===== config.mk =====
export PLATFORM = sky130hd
export DESIGN_NAME = sprite_line_scheduler
export DESIGN_NICKNAME = d
export VERILOG_FILES = /design/src/rtl/sprite_sched_pkg.sv /design/src/rtl/sprite_attr_table.sv /design/src/rtl/sprite_line_scheduler.sv
export SDC_FILE = /design/constraint.sdc
export NUM_CORES = 1
export LEC_CHECK = 0
export ABC_AREA = 1
export BUFFER_PORTS_ARGS = -buffer_cell sky130_fd_sc_hd__buf_2
export CAP_MARGIN = 15
export CORE_AREA = 8 8 320 245
export CTS_CLUSTER_DIAMETER = 120
export DETAILED_ROUTE_END_ITERATION = 6
export DIE_AREA = 0 0 328 253
export GPL_TIMING_DRIVEN = 0
export HOLD_SLACK_MARGIN = 0.06
export PLACE_DENSITY = 0.68
export SYNTH_ARGS = -nofsm -noshare
export SYNTH_HDL_FRONTEND = slang
export SYNTH_HIERARCHICAL = 1
export SYNTH_SLANG_ARGS = --single-unit

===== constraint.sdc =====
create_clock -name clk -period 3.8 [get_ports clk]
set_input_delay 0.19 -clock clk [delete_from_list [all_inputs] [get_ports clk]]
set_output_delay 0.19 -clock clk [all_outputs]
set_load 0.01 [all_outputs]

===== src/rtl/sprite_sched_pkg.sv =====
// ============================================================================
// sprite_sched_pkg : shared types and constants for the sprite line scheduler
// Revision: 1.0
// ============================================================================
`default_nettype none

package sprite_sched_pkg;

   localparam int          SPRITE_DIM     = 8;
   localparam logic [11:0] LB_TRANSPARENT = 12'h000;

   // Field order mirrors the 37-bit host write word, MSB first.
   typedef struct packed {
      logic       en;
      logic [3:0] id;
      logic [7:0] palette;
      logic [3:0] color_sel;
      logic [9:0] x;
      logic [9:0] y;
   } sprite_attr_t;

   typedef enum logic [2:0] {
      IDLE  = 3'd0,
      CLEAR = 3'd1,
      SCAN  = 3'd2,
      FETCH = 3'd3,
      WAIT  = 3'd4,
      DRAW  = 3'd5,
      DONE  = 3'd6
   } state_t;

endpackage

`default_nettype wire


===== src/rtl/sprite_attr_table.sv =====
// ============================================================================
// sprite_attr_table : sprite attribute register file, one write / one read port
// Revision: 1.0
// ============================================================================
`default_nettype none

module sprite_attr_table
   import sprite_sched_pkg::*;
#(
   parameter int NUM_SPRITES = 16,
   localparam int IDX_W      = $clog2(NUM_SPRITES)
) (
   input  logic             clk,
   input  logic             reset_n,
   input  logic             we_i,
   input  logic [IDX_W-1:0] waddr_i,
   input  sprite_attr_t     wdata_i,
   input  logic [IDX_W-1:0] raddr_i,
   output sprite_attr_t     rdata_o
);

   sprite_attr_t entry_q [NUM_SPRITES];

   always_ff @(posedge clk or negedge reset_n) begin
      if (!reset_n) begin
         for (int i = 0; i < NUM_SPRITES; i++) entry_q[i] <= '0;
      end else if (we_i) begin
         entry_q[waddr_i] <= wdata_i;
      end
   end

   assign rdata_o = entry_q[raddr_i];

endmodule

`default_nettype wire


===== src/rtl/sprite_line_scheduler.sv =====
// ============================================================================
// sprite_line_scheduler : clears a line buffer, then draws every sprite row
// covering the requested scanline via the pattern ROM.  Revision: 1.0
// ============================================================================
`default_nettype none

module sprite_line_scheduler
   import sprite_sched_pkg::*;
#(
   parameter int NUM_SPRITES = 16,
   parameter int H_RES       = 640,
   parameter int X_W         = 10,
   parameter int ROM_LAT     = 1,
   localparam int IDX_W      = $clog2(NUM_SPRITES),
   localparam int CNT_W      = $clog2(H_RES)
) (
   input  logic             clk,
   input  logic             reset_n,
   input  logic             tbl_we,
   input  logic [IDX_W-1:0] tbl_addr,
   input  logic [36:0]      tbl_data,
   input  logic             line_start,
   input  logic [X_W-1:0]   line_y,
   output logic [3:0]       rom_sprite_id,
   output logic [3:0]       rom_line,
   input  logic [7:0]       rom_pattern,
   output logic             lb_we,
   output logic [X_W-1:0]   lb_addr,
   output logic [11:0]      lb_data,
   output logic             busy,
   output logic             line_done,
   output logic             overrun
);

   state_t           state_q, state_d;
   logic [IDX_W-1:0] idx_q, idx_d;
   logic [X_W-1:0]   cur_y_q, cur_y_d;
   logic [CNT_W-1:0] cnt_q, cnt_d;
   logic [X_W-1:0]   x_q, x_d;
   logic [11:0]      color_q, color_d;
   logic [7:0]       pat_q, pat_d;
   logic [3:0]       rom_id_q, rom_id_d;
   logic [3:0]       rom_line_q, rom_line_d;
   logic             overrun_q;

   sprite_attr_t     rd_entry;
   logic [X_W-1:0]   dy;
   logic [X_W:0]     px;
   logic             last_idx;

   sprite_attr_table #(.NUM_SPRITES(NUM_SPRITES)) u_table (
      .clk     (clk),
      .reset_n (reset_n),
      .we_i    (tbl_we),
      .waddr_i (tbl_addr),
      .wdata_i (tbl_data),
      .raddr_i (idx_q),
      .rdata_o (rd_entry)
   );

   // Unsigned difference: sprites starting below the scanline wrap to a large dy.
   assign dy       = cur_y_q - rd_entry.y;
   assign px       = {1'b0, x_q} + (X_W+1)'(cnt_q[2:0]);
   assign last_idx = (idx_q == IDX_W'(NUM_SPRITES - 1));

   always_comb begin
      state_d    = state_q;
      idx_d      = idx_q;
      cur_y_d    = cur_y_q;
      cnt_d      = cnt_q;
      x_d        = x_q;
      color_d    = color_q;
      pat_d      = pat_q;
      rom_id_d   = rom_id_q;
      rom_line_d = rom_line_q;
      lb_we      = 1'b0;
      lb_addr    = '0;
      lb_data    = LB_TRANSPARENT;
      line_done  = 1'b0;

      case (state_q)
         IDLE: begin
            if (line_start) begin
               cur_y_d = line_y;
               idx_d   = '0;
               cnt_d   = '0;
               state_d = CLEAR;
            end
         end
         CLEAR: begin
            lb_we   = 1'b1;
            lb_addr = X_W'(cnt_q);
            if (cnt_q == CNT_W'(H_RES - 1)) begin
               cnt_d   = '0;
               state_d = SCAN;
            end else begin
               cnt_d = cnt_q + 1'b1;
            end
         end
         SCAN: begin
            if (rd_entry.en && (dy < X_W'(SPRITE_DIM))) begin
               x_d        = rd_entry.x;
               color_d    = {rd_entry.palette, rd_entry.color_sel};
               rom_id_d   = rd_entry.id;
               rom_line_d = {1'b0, dy[2:0]};
               state_d    = FETCH;
            end else if (last_idx) begin
               state_d = DONE;
            end else begin
               idx_d = idx_q + 1'b1;
            end
         end
         FETCH: begin
            cnt_d   = '0;
            state_d = WAIT;
         end
         WAIT: begin
            if (cnt_q == CNT_W'(ROM_LAT - 1)) begin
               pat_d   = rom_pattern;
               cnt_d   = '0;
               state_d = DRAW;
            end else begin
               cnt_d = cnt_q + 1'b1;
            end
         end
         DRAW: begin
            if (pat_q[3'd7 - cnt_q[2:0]] && (px < (X_W+1)'(H_RES))) begin
               lb_we   = 1'b1;
               lb_addr = px[X_W-1:0];
               lb_data = color_q;
            end
            if (cnt_q[2:0] == 3'd7) begin
               cnt_d = '0;
               if (last_idx) begin
                  state_d = DONE;
               end else begin
                  idx_d   = idx_q + 1'b1;
                  state_d = SCAN;
               end
            end else begin
               cnt_d = cnt_q + 1'b1;
            end
         end
         DONE: begin
            line_done = 1'b1;
            state_d   = IDLE;
         end
         default: state_d = IDLE;
      endcase
   end

   always_ff @(posedge clk or negedge reset_n) begin
      if (!reset_n) begin
         state_q    <= IDLE;
         idx_q      <= '0;
         cur_y_q    <= '0;
         cnt_q      <= '0;
         x_q        <= '0;
         color_q    <= '0;
         pat_q      <= '0;
         rom_id_q   <= '0;
         rom_line_q <= '0;
         overrun_q  <= 1'b0;
      end else begin
         state_q    <= state_d;
         idx_q      <= idx_d;
         cur_y_q    <= cur_y_d;
         cnt_q      <= cnt_d;
         x_q        <= x_d;
         color_q    <= color_d;
         pat_q      <= pat_d;
         rom_id_q   <= rom_id_d;
         rom_line_q <= rom_line_d;
         overrun_q  <= line_start && (state_q != IDLE);
      end
   end

   assign busy          = (state_q != IDLE);
   assign overrun       = overrun_q;
   assign rom_sprite_id = rom_id_q;
   assign rom_line      = rom_line_q;

endmodule

`default_nettype wire


==> out/qor.txt, run 1 <==
CLOCK NETWORK
-----------------------------------------------------------------------------------------
Maximum buffer depth of the clock tree .....................................            3
Clk slew on worst S/H paths ................................................        70 ps
Clock root cell ............................................................ sky130_fd_sc_hd__clkbuf_16
TritonCTS buffer count .....................................................           70
Maximum level of the CTS H-tree ............................................            3
Clock sink count ...........................................................          657
Worst-skew pair later-pin latency ..........................................       620 ps
CTS tree ...................................................................        built

WORST SETUP PATH
-----------------------------------------------------------------------------------------
Worst Setup End Kind .......................................................     register
Maximum fanout count along the critical path ...............................           10
Top cell by count, worst path .............................................. sky130_fd_sc_hd__nand2_1
Startpoint class of the critical path ......................................     register
Worst path slowest cell .................................................... sky130_fd_sc_hd__dfrtp_2
Critical path class ........................................................ register to register
CP Cell Sequence ........................................................... buf_8 -> buf_6 -> clkbuf_4 -> nand2_1 -> nand3_2 -> nand3_1 -> nand3_1 -> nand2_2 -> inv_1 -> ha_1 -> nand2_1 -> inv_1 -> a21oi_1 -> nand3_1 -> nand2_1 -> nand2_1 -> nor2_2 -> nand4_4 -> inv_8 -> buf_8 -> nand2_1 -> o21ai_2
Data arrival time of the critical path .....................................      4290 ps
Maximum single-stage delay on the critical path ............................       490 ps
Required time at the worst-slack endpoint ..................................      4340 ps

SYNTH
-----------------------------------------------------------------------------------------
XOR/XNOR Fraction of Synth Area ............................................      0.4027%
Dominant combinational cell family by area after synthesis ................. simple AND/OR/NAND/NOR gates
Mapped Nets ................................................................         4427
Synth Area in Simple Gates .................................................       25.07%
Netlist area before placement .............................................. 0.03262 mm^2
Number of instances in the synthesized netlist .............................         4346
Cells taking the most area after synthesis ................................. sky130_fd_sc_hd__dfrtp_1 (50%), sky130_fd_sc_hd__nand2_1 (16%), sky130_fd_sc_hd__o21ai_0 (9.1%)
Area fraction in compound gates after synthesis ............................       11.13%
Synth Area per Inst ........................................................   7.507 um^2
Proportion of register bits with asynchronous set or reset after synthesis .       100.0%
Unique cell type count in the Yosys netlist ................................           37
Most instantiated flip-flop cell in the synthesis netlist .................. sky130_fd_sc_hd__dfrtp_1
Leading area contributor after synthesis ................................... sky130_fd_sc_hd__dfrtp_1
Fraction of synthesized cell area taken by the top area cell type ..........       50.40%
Adder-Cell Fraction of Synth Area ..........................................      0.7364%
Synth warnings .............................................................            6
Mux share of post-synthesis cell area ......................................      0.2761%
FF+latch count, synth ......................................................          657
Seq/Total Area, Yosys ......................................................       50.40%
Number of enable flip-flop cells after synthesis ...........................            0

FLOORPLANNING
-----------------------------------------------------------------------------------------
IO Pins ....................................................................           97
Core footprint ............................................................. 0.07369 mm^2
Width of the chip ..........................................................       328 um
Die H ......................................................................       253 um
Initial cell density of the core ...........................................       44.27%
# rows .....................................................................           87
Die area ................................................................... 0.08298 mm^2

DRT
-----------------------------------------------------------------------------------------
Via count normalized by instance count .....................................        5.469
Met3 wire length ...........................................................     17.49 mm
Residual DRC count .........................................................            1
Average wire length per cell after detail routing ..........................     21.99 um
Wire length reported by the detailed router ................................     123.7 mm
DRC marker count from the first detailed-route iteration ...................         4755
Total routed wire length on the met1 layer .................................     51.39 mm
Top Metal Used .............................................................         met5
Number of nets still failing antenna checks after routing ..................            0
WL met2 ....................................................................     50.56 mm
Via count of the routed design .............................................        30760
Drt first pass iters .......................................................            7

RUN
-----------------------------------------------------------------------------------------
# Max-Cap Violations .......................................................            0

GLOBAL ROUTING
-----------------------------------------------------------------------------------------
Overall Global Routing Usage ...............................................       28.99%
Antenna violations before repair ...........................................            2
First-pass GRT wire length .................................................     181.7 mm
Largest net degree at the start of global routing ..........................          119
Number of global-route vias before repair ..................................        28190
Aggregate global routing overflow ..........................................            0

PLACEMENT
-----------------------------------------------------------------------------------------
RePlAce Congestion .........................................................       0.9999
Total half-perimeter wirelength after legalization and detailed placement ..     91.10 mm
Post-Place Worst Slack .....................................................     -1121 ps
Port Buf Inserts ...........................................................           95

LAYOUT
-----------------------------------------------------------------------------------------
Most common cell after layout, fill and taps aside ......................... sky130_fd_sc_hd__nand2_1
Area occupied by registers ................................................. 0.01645 mm^2
Fillers ....................................................................         7070
Final net count ............................................................         4679
Footprint of the multi-input gates ......................................... 0.01252 mm^2
Utilization after layout ...................................................       51.86%
Area Growth Syn to Fin .....................................................       17.14%
Most used cells in the layout excluding fill and tap cells ................. sky130_fd_sc_hd__nand2_1 (1404), sky130_fd_sc_hd__dfrtp_1 (653), sky130_fd_sc_hd__inv_1 (643), sky130_fd_sc_hd__o21ai_0 (590), sky130_fd_sc_hd__nand3_1 (469)
Proportion of layout cells with a drive suffix above 1 .....................       11.16%

TIMING
-----------------------------------------------------------------------------------------
Max-slew violations ........................................................            0
Max Clock Skew .............................................................     21.29 ps
Clock period minus final worst setup slack .................................      3746 ps
Final Hold Violating Endpoints .............................................            0
Fmax .......................................................................    266.9 MHz
Number of failing setup endpoints in the final timing report ...............            0
Slew margin rel. ...........................................................       33.29%
Fraction of the cycle the final worst path needs ...........................       98.58%
Setup_tns ..................................................................         0 ps
Final worst setup slack ....................................................     53.95 ps
Pin slew with the least headroom to its limit ..............................      1001 ps
Minimum hold slack .........................................................     103.0 ps

HOLD PATH
-----------------------------------------------------------------------------------------
Path type of the worst min-delay path ...................................... input port to asynchronous set/reset pin

POWER
-----------------------------------------------------------------------------------------
Worst vdd rail ir drop .....................................................    0.4537 mV
Total power ................................................................     26.66 mW
LEAKAGE ....................................................................     19.22 nW
Pwr dens ................................................................... 697.7 mW/mm^2

STATUS
-----------------------------------------------------------------------------------------
Violated checks ............................................................ design-rule violations
Run status ................................................................. complete, but fails checks

==> routing by layer <==
metal	vias up	global-route usage [%]
met4	2	9.813
met1	14610	41.81
met3	243	9.073
met5	-	0
li1	14010	-
met2	1894	40.92
==> where the power goes <==
| part | switching, mW | internal [mW] |
|---|---|---|
| clock network | 2.84 | 4.01 |
| logic | 7.23 | 3.27 |
| registers | 0.778 | 8.53 |
==> metrics by stage <==
stage	area, um^2	instances
after floorplan	32620	4346
after global placement	34320	5420
after detailed placement	34500	5426
after CTS	37580	5606
after global routing	38210	5622
final	38220	5624
==> repair_timing <==
item	in CTS	in global routing
endpoints found under the hold margin	472	0
hold buffers	59	0
setup endpoints to repair	40	45
cloned	0	5
pin swaps	3	10
resized for setup	91	124
setup buffers	5	10
==> worst paths after layout <==
check | from | to | slack [ps] | cells past startpoint
max | idx_q[0] | x_q[1] | 50 | 22
min | reset_n | cur_y_q[1] | 100 | 2
max reg2reg | idx_q[0] | x_q[1] | 50 | 22
min reg2reg | u_table/entry_q[433] | u_table/entry_q[433] | 480 | 2
max in group asynchronous | reset_n | u_table/entry_q[386] | 1780 | 5
min in group clk | tbl_addr[2] | u_table/entry_q[512] | 200 | 5
==> sequential cells by signal (all words and copies together), names as in the netlist <==
register         cells
rom_sprite_id        4
color_q             12
u_table/entry_q    592
idx_q                4
pat_q                8
cnt_q               10
state_q              3
cur_y_q             10
rom_line             3
overrun              1
x_q                 10
==> critical path: cells and delay by family, from the launching register on <==
kind / cells / cell delay (ps)
flip-flops: 1 / 490
adder cells (fa/ha/maj): 1 / 310
AO/OA/AOI/OAI: 2 / 280
AND/OR/NAND/NOR: 12 / 1550
buffers and inverters: 7 / 1000
==> logic make-up after synthesis <==
| kind of cell | count (synthesis) |
|---|---|
| AO/OA/AOI/OAI | 713 |
| XOR/XNOR | 15 |
| adder cells (fa/ha/maj) | 18 |
| buffers and inverters | 945 |
| flip-flops | 657 |
| multiplexers | 8 |
| other | 1 |
| AND/OR/NAND/NOR | 1989 |
==> Yosys cell counts (8+ instances only) <==
cell type,number
sky130_fd_sc_hd__a21oi_1,11
sky130_fd_sc_hd__buf_1,21
sky130_fd_sc_hd__buf_2,134
sky130_fd_sc_hd__buf_4,26
sky130_fd_sc_hd__buf_6,11
sky130_fd_sc_hd__clkbuf_1,96
sky130_fd_sc_hd__clkbuf_2,9
sky130_fd_sc_hd__dfrtp_1,657
sky130_fd_sc_hd__ha_1,16
sky130_fd_sc_hd__inv_1,644
sky130_fd_sc_hd__mux2_2,8
sky130_fd_sc_hd__nand2_1,1423
sky130_fd_sc_hd__nand3_1,491
sky130_fd_sc_hd__nand4_1,8
sky130_fd_sc_hd__nor2_1,48
sky130_fd_sc_hd__o21ai_0,594
sky130_fd_sc_hd__o21ai_1,88
sky130_fd_sc_hd__o21ai_2,14
sky130_fd_sc_hd__xor2_1,12
==> layout make-up <==
cell class,instances,area share [%]
antenna,3,0.01964
buffer,297,4.829
sequential,657,43.03
inverter,648,6.397
multi-input combinational,2744,32.77
clock buffer,107,5.428
tap,979,3.205
clock inverter,9,0.3961
timing repair buffer,180,3.922
Power figures use the tool's default switching activity.
==> inputs of run 2 (changes only) <==
==> constraint.sdc (replaced) <==
create_clock -name clk -period 4.6 [get_ports clk]
set_input_delay 0.23 -clock clk [delete_from_list [all_inputs] [get_ports clk]]
set_output_delay 0.23 -clock clk [all_outputs]
set_load 0.01 [all_outputs]
==> out/qor.txt, run 2 (synthesized netlist as in run 1, its figures left out) <==
STATUS
----------------------------------------------------------------------------------------
Run status ................................................................ complete, no violations

CLOCK NETWORK
----------------------------------------------------------------------------------------
TritonCTS buffer count ....................................................           70   unchanged
CTS tree ..................................................................        built
Clk slew on worst S/H paths ...............................................        70 ps   about the same
Worst-skew pair later-pin latency .........................................       620 ps   about the same
Maximum level of the CTS H-tree ...........................................            3   unchanged
Clock root cell ........................................................... sky130_fd_sc_hd__clkbuf_16
Maximum buffer depth of the clock tree ....................................            3   unchanged
Clock sink count ..........................................................          657   unchanged

POWER
----------------------------------------------------------------------------------------
Pwr dens .................................................................. 571.6 mW/mm^2   -18%
Total power ...............................................................     21.35 mW   -20%
Fraction of power consumed by the clock network ...........................        26.5%   +0.8 points
Part of the total power dissipated in combinational logic .................        37.5%   -1.9 points
P_sw ......................................................................     8.715 mW   -20%
Sequential share of power .................................................        36.0%   +1.1 points
LEAKAGE ...................................................................     18.85 nW   -2.0%
Worst vdd rail ir drop ....................................................    0.3553 mV   -22%
Share of total power consumed by net switching ............................       40.82%   +0.14 points
Internal power ............................................................     12.64 mW   -20%

WORST SETUP PATH
----------------------------------------------------------------------------------------
CP Cell Sequence .......................................................... buf_2 -> buf_2 -> clkbuf_1 -> nand2_1 -> nand3_1 -> nand3_1 -> nand2_1 -> inv_1 -> ha_1 -> nand2_1 -> nor2_1 -> nand3_1 -> nand3_1 -> nand2_1 -> nor3_4 -> nand4_4 -> inv_8 -> buf_6 -> nand2_1 -> o21ai_2
Critical path class ....................................................... register to register
Startpoint class of the critical path .....................................     register
Worst path slowest cell ................................................... sky130_fd_sc_hd__clkbuf_1
R2r setup slk .............................................................       180 ps   +130 ps
Startpoint of the worst-slack reg-to-reg timing path ......................     idx_q[1]
CP bufs+invs ..............................................................            6   -1
Setup crit start ..........................................................     idx_q[1]
Maximum fanout count along the critical path ..............................           10   unchanged
Required time at the worst-slack endpoint .................................      5130 ps   +790 ps
Worst Setup End Kind ......................................................     register
Top cell by count, worst path ............................................. sky130_fd_sc_hd__nand2_1
Data arrival time of the critical path ....................................      4950 ps   +660 ps
Maximum single-stage delay on the critical path ...........................       620 ps   +130 ps
Category of cells accounting for the largest share of critical-path delay . simple AND/OR/NAND/NOR gates

DRT
----------------------------------------------------------------------------------------
Residual DRC count ........................................................            0   -1
DRC marker count from the first detailed-route iteration ..................         4680   -1.6%
Via count normalized by instance count ....................................        5.471   about the same
Wire length reported by the detailed router ...............................     122.1 mm   -1.3%
Number of nets still failing antenna checks after routing .................            0   unchanged
Average wire length per cell after detail routing .........................     21.79 um   -0.92%
Drt first pass iters ......................................................            7   unchanged
Via count of the routed design ............................................        30660   -0.33%

TIMING
----------------------------------------------------------------------------------------
Slew margin rel. ..........................................................       25.14%   -8.2 points
Pin slew with the least headroom to its limit .............................      1123 ps   +122.3 ps
Final Hold Violating Endpoints ............................................            0   unchanged
Number of failing setup endpoints in the final timing report ..............            0   unchanged
Max-slew violations .......................................................            0   unchanged
Fraction of the cycle the final worst path needs ..........................       96.11%   -2.5 points
Fmax ......................................................................    226.2 MHz   -15%
Max Clock Skew ............................................................     20.41 ps   -0.8851 ps
Clock period minus final worst setup slack ................................      4421 ps   +674.9 ps

GLOBAL ROUTING
----------------------------------------------------------------------------------------
Aggregate global routing overflow .........................................            0   unchanged
Number of global-route vias before repair .................................        28180   -0.025%
Largest net degree at the start of global routing .........................          119   unchanged
Overall Global Routing Usage ..............................................       28.90%   -0.086 points
First-pass GRT wire length ................................................     181.2 mm   -0.29%
Antenna violations before repair ..........................................            2   unchanged

FLOORPLANNING
----------------------------------------------------------------------------------------
Core footprint ............................................................ 0.07369 mm^2   unchanged
Die H .....................................................................       253 um   unchanged
Initial cell density of the core ..........................................       44.27%   unchanged
# rows ....................................................................           87   unchanged
Width of the chip .........................................................       328 um   unchanged
Die area .................................................................. 0.08298 mm^2   unchanged
IO Pins ...................................................................           97   unchanged

HOLD PATH
----------------------------------------------------------------------------------------
Path type of the worst min-delay path ..................................... input port to asynchronous set/reset pin

LAYOUT
----------------------------------------------------------------------------------------
Final net count ...........................................................         4658   -0.45%
Most common cell after layout, fill and taps aside ........................ sky130_fd_sc_hd__nand2_1
Utilization after layout ..................................................       50.69%   -1.2 points
Register bank with the most flops ......................................... u_table/entry_q
Number of non-filler instances in the completed layout ....................         5604   -0.36%
Flip-flop count of the largest register after layout ......................          592   unchanged
Area Growth Syn to Fin ....................................................       14.51%
Largest registers ranked by flip-flop count ............................... u_table/entry_q x592, color_q x12
Proportion of layout cells with a drive suffix above 1 ....................       9.132%   -2.0 points
Most used cells in the layout excluding fill and tap cells ................ sky130_fd_sc_hd__nand2_1 (1423), sky130_fd_sc_hd__dfrtp_1 (656), sky130_fd_sc_hd__inv_1 (644), sky130_fd_sc_hd__o21ai_0 (594), sky130_fd_sc_hd__nand3_1 (491)

PLACEMENT
----------------------------------------------------------------------------------------
Total half-perimeter wirelength after legalization and detailed placement .     91.10 mm   unchanged
Placed cell count .........................................................         5426   unchanged
Port Buf Inserts ..........................................................           95   unchanged
RePlAce Congestion ........................................................       0.9999   unchanged

RUN
----------------------------------------------------------------------------------------
# Max-Cap Violations ......................................................            0   unchanged

==> run 2: path summary, 6_finish.rpt <==
kind,to,depth (start not counted)
worst max-delay path,x_q[9],20
max in group asynchronous,u_table/entry_q[434],5
worst max register to register,x_q[9],20
worst min register to register,cur_y_q[6],2
min in group clk,u_table/entry_q[500],5
worst min-delay path,cur_y_q[1],2
==> run 2: routing by layer <==
metal | GRT usage (%) | vias up | routed length (um)
met3 | 8.761 | 272 | 17020
met2 | 40.73 | 1807 | 49370
met5 | 0 | - | 0
met4 | 10.14 | 0 | 4643
met1 | 41.79 | 14610 | 51090
li1 | - | 13970 | -
==> run 2: timing repair <==
item	CTS	global route
hold endpoints to repair	333	0
hold buffers	58	0
gates resized for setup	4	16
buffers inserted	0	1
pin swaps	0	1
setup endpoints to repair	33	36
==> run 2: power groups by stage <==
| stage | clock network [mW] | logic, mW | registers [mW] |
|---|---|---|---|
| 5_1_grt | 5.93 | 8.66 | 7.82 |
| 2_1_floorplan | 0 | 4.67 | 7.58 |
| 4_1_cts | 5.72 | 7.65 | 7.66 |
| 3_5_place_dp | 0 | 7.58 | 7.75 |
| 6_report | 5.65 | 8.02 | 7.69 |
| 3_3_place_gp | 0 | 7.47 | 7.73 |
==> run 2: area by class of cell <==
class / count / area (um^2)
clock inverter: 9 / 151.4
fill: 7166 / 36340
sequential: 657 / 16440
clock buffer: 107 / 2074
tap: 979 / 1225
timing repair buffer: 160 / 1239
inverter: 648 / 2440
buffer: 296 / 1495
multi-input combinational: 2744 / 12280
antenna: 4 / 10.01
==> run 2: stage by stage <==
step                TNS [ps]  hold WS (ps)  instance area, um^2  setup slack [ps]
CTS                        0         150.8                37310             7.453
global placement    -7072850         441.3                34320            -10880
global route          -5.566         186.9                37350            -3.124
finish                     0         144.8                37360             179.1
detailed placement     -7126         208.2                34500            -320.6
floorplan                  0        -65.59                32620              1465
==> run 2: worst register-to-register path, cell delays in order (launching register included) <==
cell and delay [ps]:
sky130_fd_sc_hd__dfrtp_1 410, sky130_fd_sc_hd__buf_2 290, sky130_fd_sc_hd__buf_2 310, sky130_fd_sc_hd__clkbuf_1 620
sky130_fd_sc_hd__nand2_1 170, sky130_fd_sc_hd__nand3_1 100, sky130_fd_sc_hd__nand3_1 190, sky130_fd_sc_hd__nand2_1 230
sky130_fd_sc_hd__inv_1 70, sky130_fd_sc_hd__ha_1 370, sky130_fd_sc_hd__nand2_1 130, sky130_fd_sc_hd__nor2_1 120
sky130_fd_sc_hd__nand3_1 120, sky130_fd_sc_hd__nand3_1 110, sky130_fd_sc_hd__nand2_1 100, sky130_fd_sc_hd__nor3_4 190
sky130_fd_sc_hd__nand4_4 240, sky130_fd_sc_hd__inv_8 190, sky130_fd_sc_hd__buf_6 180, sky130_fd_sc_hd__nand2_1 140
sky130_fd_sc_hd__o21ai_2 80
